**src/rtl/div_iter_unit.sv**
```systemverilog
// rtl/div_iter_unit.sv - iterative radix-2 restoring divider for RV32M DIV/DIVU/REM/REMU
module div_iter_unit #(
  parameter int PRF_WIDTH    = 6,
  parameter int ROB_ID_WIDTH = 5,
  parameter int XLEN         = 32
) (
  input  logic                    clk,
  input  logic                    rst_n,
  input  logic                    div_issue_valid,
  output logic                    div_ready,
  input  logic [2:0]              div_funct3,
  input  logic [XLEN-1:0]         div_rs1_in,
  input  logic [XLEN-1:0]         div_rs2_in,
  input  logic [PRF_WIDTH-1:0]    div_prd_in,
  input  logic [ROB_ID_WIDTH-1:0] div_rob_id_in,
  input  logic                    flush,
  output logic                    div_output_valid,
  output logic [XLEN-1:0]         div_output_data,
  output logic [PRF_WIDTH-1:0]    div_prd_s,
  output logic [ROB_ID_WIDTH-1:0] div_rob_id,
  output logic [XLEN-1:0]         div_rs1_data,
  output logic [XLEN-1:0]         div_rs2_data
);

  localparam int CNT_W = $clog2(XLEN);

  typedef enum logic [1:0] {IDLE, CALC, DONE} state_t;

  state_t            state;
  logic [CNT_W-1:0]  cnt;
  logic              rem_sel;
  logic [XLEN-1:0]   quot;
  logic [XLEN-1:0]   rem;
  logic [XLEN-1:0]   divisor;
  logic              quot_neg;
  logic              rem_neg;

  logic              signed_op;
  logic              rs1_neg;
  logic              rs2_neg;
  logic [XLEN-1:0]   abs_rs1;
  logic [XLEN-1:0]   abs_rs2;
  logic              div_zero;
  logic              overflow;
  logic [XLEN-1:0]   special_data;
  logic [XLEN:0]     trial;
  logic [XLEN-1:0]   rem_next;
  logic [XLEN-1:0]   quot_next;
  logic [XLEN-1:0]   quot_fix;
  logic [XLEN-1:0]   rem_fix;

  // Non-divide funct3 encodings (bit 2 clear) are treated as unsigned.
  assign signed_op = div_funct3[2] & ~div_funct3[0];
  assign rs1_neg   = signed_op & div_rs1_in[XLEN-1];
  assign rs2_neg   = signed_op & div_rs2_in[XLEN-1];
  assign abs_rs1   = rs1_neg ? -div_rs1_in : div_rs1_in;
  assign abs_rs2   = rs2_neg ? -div_rs2_in : div_rs2_in;
  assign div_zero  = (div_rs2_in == '0);
  assign overflow  = signed_op && (div_rs1_in == {1'b1, {(XLEN-1){1'b0}}})
                     && (div_rs2_in == '1);

  always_comb begin
    special_data = '0;
    if (div_zero)
      special_data = div_funct3[1] ? div_rs1_in : '1;
    else if (overflow)
      special_data = div_funct3[1] ? '0 : {1'b1, {(XLEN-1){1'b0}}};
  end

  // Full-width partial remainder keeps large unsigned divisors exact.
  assign trial     = {rem, quot[XLEN-1]} - {1'b0, divisor};
  assign rem_next  = trial[XLEN] ? {rem[XLEN-2:0], quot[XLEN-1]} : trial[XLEN-1:0];
  assign quot_next = {quot[XLEN-2:0], ~trial[XLEN]};
  assign quot_fix  = quot_neg ? -quot_next : quot_next;
  assign rem_fix   = rem_neg ? -rem_next : rem_next;

  assign div_ready        = (state == IDLE);
  assign div_output_valid = (state == DONE) && !flush;

  always_ff @(posedge clk or negedge rst_n) begin
    if (!rst_n) begin
      state           <= IDLE;
      cnt             <= '0;
      rem_sel         <= 1'b0;
      quot            <= '0;
      rem             <= '0;
      divisor         <= '0;
      quot_neg        <= 1'b0;
      rem_neg         <= 1'b0;
      div_output_data <= '0;
      div_prd_s       <= '0;
      div_rob_id      <= '0;
      div_rs1_data    <= '0;
      div_rs2_data    <= '0;
    end else begin
      case (state)
        IDLE: begin
          if (div_issue_valid && !flush) begin
            rem_sel      <= div_funct3[1];
            div_prd_s    <= div_prd_in;
            div_rob_id   <= div_rob_id_in;
            div_rs1_data <= div_rs1_in;
            div_rs2_data <= div_rs2_in;
            quot_neg     <= rs1_neg ^ rs2_neg;
            rem_neg      <= rs1_neg;
            if (div_zero || overflow) begin
              div_output_data <= special_data;
              state           <= DONE;
            end else begin
              quot    <= abs_rs1;
              rem     <= '0;
              divisor <= abs_rs2;
              cnt     <= CNT_W'(XLEN - 1);
              state   <= CALC;
            end
          end
        end
        CALC: begin
          if (flush) begin
            state <= IDLE;
          end else begin
            quot <= quot_next;
            rem  <= rem_next;
            if (cnt == '0) begin
              div_output_data <= rem_sel ? rem_fix : quot_fix;
              state           <= DONE;
            end else begin
              cnt <= cnt - CNT_W'(1);
            end
          end
        end
        DONE:    state <= IDLE;
        default: state <= IDLE;
      endcase
    end
  end

endmodule

```
**config.mk**
```make
export PLATFORM = sky130hd
export DESIGN_NAME = div_iter_unit
export DESIGN_NICKNAME = d
export VERILOG_FILES = /design/src/rtl/div_iter_unit.sv
export SDC_FILE = /design/constraint.sdc
export NUM_CORES = 1
export LEC_CHECK = 0
export BUFFER_PORTS_ARGS = -buffer_cell sky130_fd_sc_hd__buf_2
export CAP_MARGIN = 10
export CORE_MARGIN = 2
export CORE_UTILIZATION = 54
export CTS_CLUSTER_DIAMETER = 100
export DETAILED_ROUTE_END_ITERATION = 16
export PLACE_DENSITY = 0.78
export REMOVE_ABC_BUFFERS = 1
export SYNTH_ARGS = -nofsm -noshare
export SYNTH_HDL_FRONTEND = slang
export SYNTH_SLANG_ARGS = --single-unit
```
**constraint.sdc**
```tcl
create_clock -name clk -period 5.3 [get_ports clk]
set_input_delay 1.06 -clock clk [delete_from_list [all_inputs] [get_ports clk]]
set_output_delay 1.06 -clock clk [all_outputs]
set_load 0.02 [all_outputs]
```
==> metrics.md, run 1 <==
| Metric | Value |
|---|---|
| Status | completed |
| Global-route wire length before repair | 75700 um |
| Reg2reg path depth | 20 |
| Worst path bufs/invs | 3 |
| N_diodes | 0 |
| CP required | 5.75 ns |
| Setup WS post-layout | 0.228 ns |
| CP top delay family | compound AO/OA/AOI/OAI gates |
| Area Growth Syn to Fin | 13.8% |
| Leakage power | 7.74 nW |
| Grt ovf | 0 |
| DP HPWL | 34700 um |
| CP Class | reg2reg |
| Die Ht | 171 um |
| Die area | 29100 um2 |
| Layout cell share with drive strength beyond 1 | 0.158 |
| Number of vias per cell | 6.14 |
| Critical Path AT | 5.52 ns |
| CP Cell Sequence | inv_1 -> ha_1 -> fa_1 -> nand2b_1 -> a21oi_4 -> o21ai_2 -> o31ai_4 -> a41oi_4 -> xnor2_4 -> inv_2 -> a21oi_1 -> ha_1 -> inv_1 -> or4b_4 -> o31ai_2 -> mux2i_2 -> a221o_1 -> a211o_1 -> o211a_1 -> o31ai_1 |
| Chip width | 171 um |
| Post-route minimum period | 5.07 ns |
| Crit path max fanout | 6 |
| EDFF count, synth | 0 |
| Fmax achieved | 197 MHz |
| Setup violators final | 0 |
| First-pass iteration count of the detailed router | 7 |
| Register area | 5330 um2 |
| Final nets | 2164 |
| Max Cap Violations | 0 |
| Skew-Pair Late Insertion Delay | 0.54 ns |
| Detail Route Antenna Nets | 0 |
| Clk pin slew, worst setup/hold paths | 0.06 ns |
| Setup TNS | 0 ns |
| Post-synth cell types | 99 |
| Slowest-stage cell, CP | or4b_4 |
| Post-route cell area | 17000 um2 |
| WP depth | 20 |
| Gpl congestion | 0.973 |
| CTS tree | built |
| Ports | 191 |
| R2R Setup Slk | 0.23 ns |
| Layout Cells excl Fill | 2433 |
| Post-Syn Instances | 1895 |
| GRT Total Usage | 0.323 |
| Place WS | 0.177 ns |
| Critical path's largest stage delay | 0.58 ns |
| Fill count | 2421 |
| TritonCTS Buffers | 25 |
| Maximum root-to-sink buffer count | 3 |
| Max-slew violations | 0 |
| #FFs+latches synth | 213 |
| Initial core utilization | 0.553 |
| CP Launch Type | register |
| # H-tree levels | 1 |
| Total Power | 6.97 mW |
| Port buffer count | 190 |
| Power per Cell Area | 409 nW/um2 |
| Final core occ | 0.629 |
| Synth warn | 0 |
| Final hold vios | 0 |
| First DRT Iteration DRCs | 1550 |
| Clock sinks | 213 |
| Synth Area per Inst | 7.90 um2 |
| Initial antenna violation count | 0 |
| Post-Syn Area | 15000 um2 |
| Clk Tree Root Cell | clkbuf_16 |
| Remaining DRCs | 0 |
| Clock Skews | 0.0123 ns |
| Dpl cell area | 16200 um2 |
| Vias in the first global route | 14300 |
| Worst Max-Slew Pin Slew | 1.17 ns |
| Tcrit/Tclk final | 0.957 |
| Site row count | 60 |
| Routed wire length | 46900 um |
| Seq/Total Area, Yosys | 0.356 |
| WHS | 0.467 ns |
| Maximum vdd ir drop | 0.243 mV |
| DP Cell Count | 2385 |
| Multi-input gate area | 9000 um2 |
| Endpoint type of the worst setup path | register |
| Top_reg_cell synth | dfrtp_1 |
| Largest net degree at the start of global routing | 126 |
| Min-delay worst type | reg2reg |
| Fraction of registers with async set/reset | 1.00 |
| CORE AREA | 27100 um2 |
| Rel. slew slack | 0.221 |
| Vias | 14900 |
| Routed WL per cell | 19.3 um |
| Hold depth | 2 |
## cell usage after synthesis (all sizes together) (5+ instances only)
| cell type | instances | area, um2 |
|---|---|---|
| o21ai | 209 | 1050 |
| and2 | 11 | 68.8 |
| nand4 | 21 | 146 |
| nor3 | 38 | 195 |
| or4 | 14 | 113 |
| mux2 | 9 | 101 |
| nor4 | 28 | 218 |
| nand3b | 6 | 45.0 |
| clkbuf | 64 | 260 |
| nor2b | 6 | 37.5 |
| ha | 39 | 488 |
| o21bai | 8 | 71.3 |
| or3 | 24 | 151 |
| xor2 | 52 | 455 |
| a211o | 5 | 45.0 |
| o211ai | 17 | 133 |
| a21o | 9 | 68.8 |
| inv | 59 | 221 |
| a211oi | 15 | 123 |
| o41ai | 17 | 149 |
| o211a | 8 | 80.1 |
| o21a | 6 | 45.0 |
| nand2b | 12 | 75.1 |
| nor2 | 147 | 554 |
| xnor2 | 68 | 603 |
| mux2i | 31 | 314 |
| nand3 | 24 | 125 |
| a41oi | 9 | 86.3 |
| buf | 37 | 221 |
| and3 | 12 | 76.3 |
| a21oi | 139 | 741 |
| dfrtp | 213 | 5330 |
| nand2 | 426 | 1610 |
| a21boi | 5 | 41.3 |
| nor4b | 5 | 56.3 |
| o31ai | 29 | 231 |
| a31oi | 11 | 68.8 |
| o221ai | 9 | 78.8 |
## routing by layer
layer	up-vias	wire length (um)	GRT usage
li1	7013	-	-
met1	7128	20300	0.464
met2	707	21500	0.515
met3	100	4070	0.0472
met4	0	1110	0.0777
met5	-	0	0
## sequential cells by signal, indices dropped and copies added (netlist names), 6 cells and up
signal	flops
div_rs2_data	32
div_output_data	32
quot	32
div_rs1_data	32
divisor	32
rem	32
div_prd_s	6
## tightest hold or removal path, stage by stage, from the launching register on
cell and delay [ns]:
dfrtp_1 0.34, nand2_1 0.05, nand2_1 0.05
## cell usage in the layout, fill, tap and decap left out, types with 9 or more instances in the layout
master and n:
a211oi_1 13, a21oi_1 129, a21oi_2 9, a31oi_1 11, and2_1 11, and3_1 11
buf_2 189, buf_4 31, clkbuf_16 25, dfrtp_1 213, ha_1 39, inv_1 57
mux2_2 9, mux2i_1 29, nand2_1 423, nand2b_1 12, nand3_1 23, nand4_1 20
nor2_1 146, nor3_1 36, nor4_1 23, o211ai_1 16, o21ai_0 199, o21ai_1 9
o221ai_1 9, o31ai_1 27, o41ai_1 17, or3_1 23, or4_1 12, xnor2_1 67
xor2_1 52
## repair_timing
action | in CTS | in global routing
gates resized for setup | 0 | 4
hold buffers | 0 | 0
setup buffers | 0 | 2
setup endpoints to repair | 0 | 6
## cells by family after synthesis
group / synth area share
adders and majority gates: 0.0339
AOI/OAI and AO/OA: 0.226
and+or+nand+nor: 0.239
DFF: 0.356
buffers and inverters: 0.0472
xor gates and xnor gates: 0.0707
muxes: 0.0277
## report_power, final
group	total, mW	switching, mW	internal [mW]
Sequential	2.35	0.342	2.01
Combinational	2.87	1.87	0.997
Clock	1.75	0.733	1.02
## layout make-up
type                    count  share of cell area
clock buffers              38              0.0437
clock inverters             8             0.00470
inverters                  60              0.0132
multi-input cells        1521               0.528
flip-flops and latches    213               0.313
well taps                 372              0.0273
repair buffers            221              0.0700
## worst paths after layout
check	start	endpoint
min reg2reg	div_rs2_data[13]	div_rs2_data[13]
min in group asynchronous	rst_n	div_rob_id[2]
max reg2reg	quot[31]	div_output_data[26]
min	div_rs2_data[13]	div_rs2_data[13]
max in group asynchronous	rst_n	rem[24]
max	quot[31]	div_output_data[26]
Power figures use the tool's default switching activity.
==> run 2: changes to the inputs <==
--- a/config.mk
+++ b/config.mk
@@ -8,11 +8,13 @@
 export BUFFER_PORTS_ARGS = -buffer_cell sky130_fd_sc_hd__buf_2
 export CAP_MARGIN = 10
 export CORE_MARGIN = 2
-export CORE_UTILIZATION = 54
+export CORE_UTILIZATION = 55
+export CTS_BUF_LIST = sky130_fd_sc_hd__clkbuf_8
 export CTS_CLUSTER_DIAMETER = 100
 export DETAILED_ROUTE_END_ITERATION = 16
-export PLACE_DENSITY = 0.78
+export PLACE_DENSITY = 0.79
 export REMOVE_ABC_BUFFERS = 1
 export SYNTH_ARGS = -nofsm -noshare
 export SYNTH_HDL_FRONTEND = slang
 export SYNTH_SLANG_ARGS = --single-unit
+export TNS_END_PERCENT = 30
==> metrics.md, run 2 (synthesis results as in run 1) <==
| Metric | Value |
|---|---|
| Final hold vios | 0 |
| GRT Total Usage | 0.324 |
| Chip width | 169 um |
| Clock Skews | 0.0185 ns |
| # H-tree levels | 2 |
| Most common cell after layout, fill and taps aside | nand2_1 |
| Final core occ | 0.633 |
| Port buffer count | 190 |
| CP required | 5.75 ns |
| Status | completed |
| Grt ovf | 0 |
| Total Power | 6.88 mW |
| Skew-Pair Late Insertion Delay | 0.55 ns |
| Die area | 28600 um2 |
| DP HPWL | 34300 um |
| Largest net degree at the start of global routing | 117 |
| Setup TNS | 0 ns |
| Clock sinks | 213 |
| Worst setup path startpoint | quot[31] |
| Post-route cell area | 17000 um2 |
| Crit path max fanout | 6 |
| Site row count | 60 |
| TritonCTS Buffers | 41 |
| Area Growth Syn to Fin | 13.5% |
| Routed WL per cell | 19.3 um |
| N_diodes | 0 |
| CTS tree | built |
| Final nets | 2179 |
| First DRT Iteration DRCs | 1732 |
| Origin of the critical flop-to-flop path | quot[31] |
| Setup violators final | 0 |
| Setup WS post-layout | 0.269 ns |
| Tcrit/Tclk final | 0.949 |
| Worst path bufs/invs | 3 |
| Critical path's largest stage delay | 0.58 ns |
| Met3 usage | 0.0603 |
| Power per Cell Area | 404 nW/um2 |
| Routed wire length | 46700 um |
| Number of vias per cell | 6.17 |
| Dpl cell area | 16100 um2 |
| Clk Tree Root Cell | clkbuf_8 |
| Critical Path AT | 5.48 ns |
| Met1 GRT Util | 0.462 |
| CP top delay family | compound AO/OA/AOI/OAI gates |
| DP Cell Count | 2352 |
| Vias in the first global route | 13900 |
| Vias | 15000 |
| Global-route wire length before repair | 74700 um |
| Fmax achieved | 199 MHz |
| Maximum root-to-sink buffer count | 3 |
| Place WS | 0.166 ns |
| CORE AREA | 26900 um2 |
| Unrepaired setup endpoints after global routing | false |
| GR peak layer | met2 |
| Layout cell share with drive strength beyond 1 | 0.166 |
| Max Cap Violations | 0 |
| First-pass iteration count of the detailed router | 6 |
| Gpl congestion | 0.962 |
| Die Ht | 169 um |
| Cts hold-fix bufs | 0 |
| Slowest-stage cell, CP | or4b_4 |
| Min-Delay Startpoint | div_rs1_data[21] |
| Post-route minimum period | 5.03 ns |
| Min-delay worst type | reg2reg |
| Detail Route Antenna Nets | 0 |
| Most frequent cells in the layout | 423 x nand2_1, 212 x dfrtp_1, 199 x o21ai_0, 189 x buf_2, 146 x nor2_1 |
| Ports | 191 |
| Clk pin slew, worst setup/hold paths | 0.06 ns |
| Initial core utilization | 0.557 |
| Max-slew violations | 0 |
| Layout Cells excl Fill | 2423 |
| Leakage power | 7.79 nW |
| CP Class | reg2reg |
| CP Launch Type | register |
| CP Cell Sequence | inv_1 -> ha_1 -> fa_1 -> nand2b_1 -> a21oi_4 -> o21ai_2 -> o31ai_4 -> a41oi_2 -> xnor2_4 -> inv_2 -> a21oi_1 -> ha_1 -> inv_1 -> or4b_4 -> o31ai_2 -> mux2i_2 -> a221o_1 -> a211o_1 -> o211a_1 -> o31ai_1 |
| M2 GR Usage | 0.504 |
| Maximum vdd ir drop | 0.296 mV |
| Remaining DRCs | 0 |
| Rel. slew slack | 0.249 |
| WHS | 0.464 ns |
| Worst Max-Slew Pin Slew | 1.13 ns |
| Initial antenna violation count | 0 |
| Endpoint type of the worst setup path | register |
run 2: path summary, 6_finish.rpt:
check / end / slack [ns] / depth (start not counted)
min in group asynchronous: div_rob_id[0] / 0.63 / 1
worst max-delay path: div_output_data[26] / 0.27 / 20
worst min-delay path: div_rs1_data[21] / 0.46 / 2
worst min register to register: div_rs1_data[21] / 0.46 / 2
worst max register to register: div_output_data[26] / 0.27 / 20
max in group asynchronous: cnt[3] / 3.62 / 2
run 2: cell type report:
cell class / count / area, um2
Clock inverter: 12 / 51.3
Tap cell: 341 / 427
Multi-Input combinational cell: 1521 / 9000
Sequential cell: 213 / 5330
Fill cell: 2413 / 9870
Timing Repair Buffer: 220 / 1200
Clock buffer: 56 / 771
Inverter: 60 / 225
run 2: power by group:
part	leakage (nW)	switching [mW]	total, mW	internal [mW]
Clock	0.459	0.724	1.65	0.929
Sequential	2.72	0.336	2.34	2.01
Combinational	4.61	1.88	2.88	1.00
Total	7.79	2.94	6.88	3.94
run 2: what timing repair did:
item                                    in CTS  in global routing
endpoints found under the setup margin       0                  3
endpoints found under the hold margin        0                  0
resized for setup                            0                  6
buffers inserted                             0                  3
run 2: routing by layer:
metal / up-vias / wire length (um) / share of wire
li1: 7049 / - / -
met1: 7107 / 20200 / 0.43
met2: 709 / 21200 / 0.45
met3: 87 / 4070 / 0.087
met4: 0 / 1240 / 0.026
met5: - / 0 / 0
run 2: tightest hold or removal path, cell delays in order (launching register included):
cell	delay, ns
dfrtp_1	0.33
nand2_1	0.05
nand2_1	0.05
==> run 3: changes to the inputs <==
--- a/config.mk
+++ b/config.mk
@@ -6,13 +6,13 @@
 export NUM_CORES = 1
 export LEC_CHECK = 0
 export BUFFER_PORTS_ARGS = -buffer_cell sky130_fd_sc_hd__buf_2
-export CAP_MARGIN = 10
+export CAP_MARGIN = 20
 export CORE_MARGIN = 2
-export CORE_UTILIZATION = 55
+export CORE_UTILIZATION = 60
 export CTS_BUF_LIST = sky130_fd_sc_hd__clkbuf_8
 export CTS_CLUSTER_DIAMETER = 100
 export DETAILED_ROUTE_END_ITERATION = 16
-export PLACE_DENSITY = 0.79
+export PLACE_DENSITY = 0.82
 export REMOVE_ABC_BUFFERS = 1
 export SYNTH_ARGS = -nofsm -noshare
 export SYNTH_HDL_FRONTEND = slang
==> constraint.sdc (replaced) <==
create_clock -name clk -period 6.06 [get_ports clk]
set_input_delay 1.212 -clock clk [delete_from_list [all_inputs] [get_ports clk]]
set_output_delay 1.212 -clock clk [all_outputs]
set_load 0.02 [all_outputs]
==> metrics.md, run 3 (synthesis results as in run 1) <==
| Metric | Value |
|---|---|
| Min-Delay Startpoint | div_rs2_data[24] |
| Place WS | 0.859 ns |
| Slowest-stage cell, CP | or4b_1 |
| CTS tree | built |
| WHS | 0.465 ns |
| Max Cap Violations | 0 |
| Layout cell share with drive strength beyond 1 | 0.160 |
| Post-CTS Setup Inserts | 0 |
| CP Class | reg2reg |
| WL met3 | 4070 um |
| R2R Setup Slk | 0.79 ns |
| Number of vias per cell | 6.25 |
| Die Ht | 162 um |
| CORE AREA | 24400 um2 |
| Global-route wire length before repair | 72900 um |
| Clk pin slew, worst setup/hold paths | 0.07 ns |
| Total Power | 5.98 mW |
| Skew-Pair Late Insertion Delay | 0.57 ns |
| Hold depth | 2 |
| Crit path max fanout | 8 |
| Tcrit/Tclk final | 0.870 |
| Setup WS post-layout | 0.788 ns |
| Met2 wire len | 20500 um |
| Top sig layer | met4 |
| Most common cell after layout, fill and taps aside | nand2_1 |
| Worst setup path startpoint | quot[31] |
| Most frequent cells in the layout | 423 x nand2_1, 213 x dfrtp_1, 199 x o21ai_0, 189 x buf_2, 146 x nor2_1 |
| Initial core utilization | 0.614 |
| Fmax achieved | 190 MHz |
| Clock Skews | 0.0356 ns |
| Fill count | 2097 |
| Critical path's largest stage delay | 0.61 ns |
| Final nets | 2164 |
| Maximum root-to-sink buffer count | 3 |
| TritonCTS Buffers | 38 |
| Routed wire length | 45300 um |
| Remaining DRCs | 0 |
| Endpoint type of the worst setup path | register |
| CP Launch Type | register |
| Reg2reg path depth | 20 |
| Clk Tree Root Cell | clkbuf_8 |
| Chip width | 162 um |
| First DRT Iteration DRCs | 1709 |
| Terminus of the critical flop-to-flop path | div_output_data[26] |
| Wire length on met1 | 19300 um |
| Max-slew violations | 0 |
| Power per Cell Area | 354 nW/um2 |
| Clock sinks | 213 |
| Largest net degree at the start of global routing | 162 |
| N_diodes | 0 |
| Cts hold-fix bufs | 0 |
| Die area | 26200 um2 |
| Post-route minimum period | 5.27 ns |
| Leakage power | 7.72 nW |
| Hold EP | div_rs2_data[24] |
| CP Cell Sequence | inv_1 -> ha_1 -> fa_1 -> nand2b_1 -> a21oi_4 -> o21ai_2 -> o31ai_4 -> a41oi_2 -> xnor2_4 -> inv_2 -> a21oi_1 -> ha_1 -> inv_1 -> or4b_1 -> o31ai_1 -> mux2i_1 -> a221o_1 -> a211o_1 -> o211a_1 -> o31ai_1 |
| Area Growth Syn to Fin | 12.7% |
| Vias in the first global route | 13900 |
| Maximum vdd ir drop | 0.268 mV |
| Worst Max-Slew Pin Slew | 1.04 ns |
| Port buffer count | 190 |
| Site row count | 57 |
| Vias | 14900 |
| First-pass iteration count of the detailed router | 6 |
| Rel. slew slack | 0.305 |
| Grt ovf | 0 |
| Critical Path AT | 5.73 ns |
| Min-delay worst type | reg2reg |
| Resized Gates After CTS | 0 |
| Status | completed |
| Setup violators final | 0 |
| Ports | 191 |
| Routed WL per cell | 18.9 um |
| Gpl congestion | 0.978 |
| DP HPWL | 32900 um |
| GRT Total Usage | 0.343 |
| Final hold vios | 0 |
| CP required | 6.52 ns |
| Detail Route Antenna Nets | 0 |
| Origin of the critical flop-to-flop path | quot[31] |
| # H-tree levels | 2 |
| Unrepaired setup endpoints after global routing | false |
| Initial antenna violation count | 0 |
-- run 3: routing by layer --
layer,up-vias,global-route usage
met3,117,0.0590
met5,-,0
met1,7076,0.484
met2,754,0.535
met4,0,0.119
li1,7001,-
-- run 3: through the flow --
stage	util	instance area [um2]	TNS (ns)	std cells
finish	0.692	16900	0	2392
global route	0.692	16900	0	2392
CTS	0.691	16900	0	2391
detailed placement	0.658	16000	0	2325
global placement	0.658	16000	0	2325
floorplan	-	14500	-469.69	1794
-- run 3: area by class of cell --
class | instances | area [um2] | area share
clock inverters | 11 | 58.8 | 0.00348
repair buffers | 208 | 1130 | 0.0668
well taps | 324 | 405 | 0.0240
flip-flops and latches | 213 | 5330 | 0.316
multi-input cells | 1521 | 8980 | 0.532
inverters | 60 | 225 | 0.0133
clock buffers | 55 | 757 | 0.0448
-- run 3: power breakdown --
group / switching [mW] / total [mW] / internal (mW)
logic: 1.61 / 2.47 / 0.860
clock network: 0.637 / 1.44 / 0.803
registers: 0.309 / 2.06 / 1.76
-- run 3: worst max path at each step --
stage,slack (ns),end,cells after the start
3_5_place_dp,0.86,div_output_data[25],15
4_1_cts,0.86,div_output_data[26],20
5_1_grt,0.53,div_output_data[26],20
2_1_floorplan,-5.64,cnt[4],6
6_report,0.79,div_output_data[26],20
3_3_place_gp,1.01,div_output_data[25],15
-- run 3: worst max-delay path: cells and delay by family, from the launching register on --
kind	cells	cell delay (ns)
AO/OA/AOI/OAI	10	2.35
adder cells (fa/ha/maj)	3	0.88
AND/OR/NAND/NOR	2	0.82
flip-flops	1	0.42
XOR/XNOR	1	0.25
buffers and inverters	3	0.24
multiplexers	1	0.21
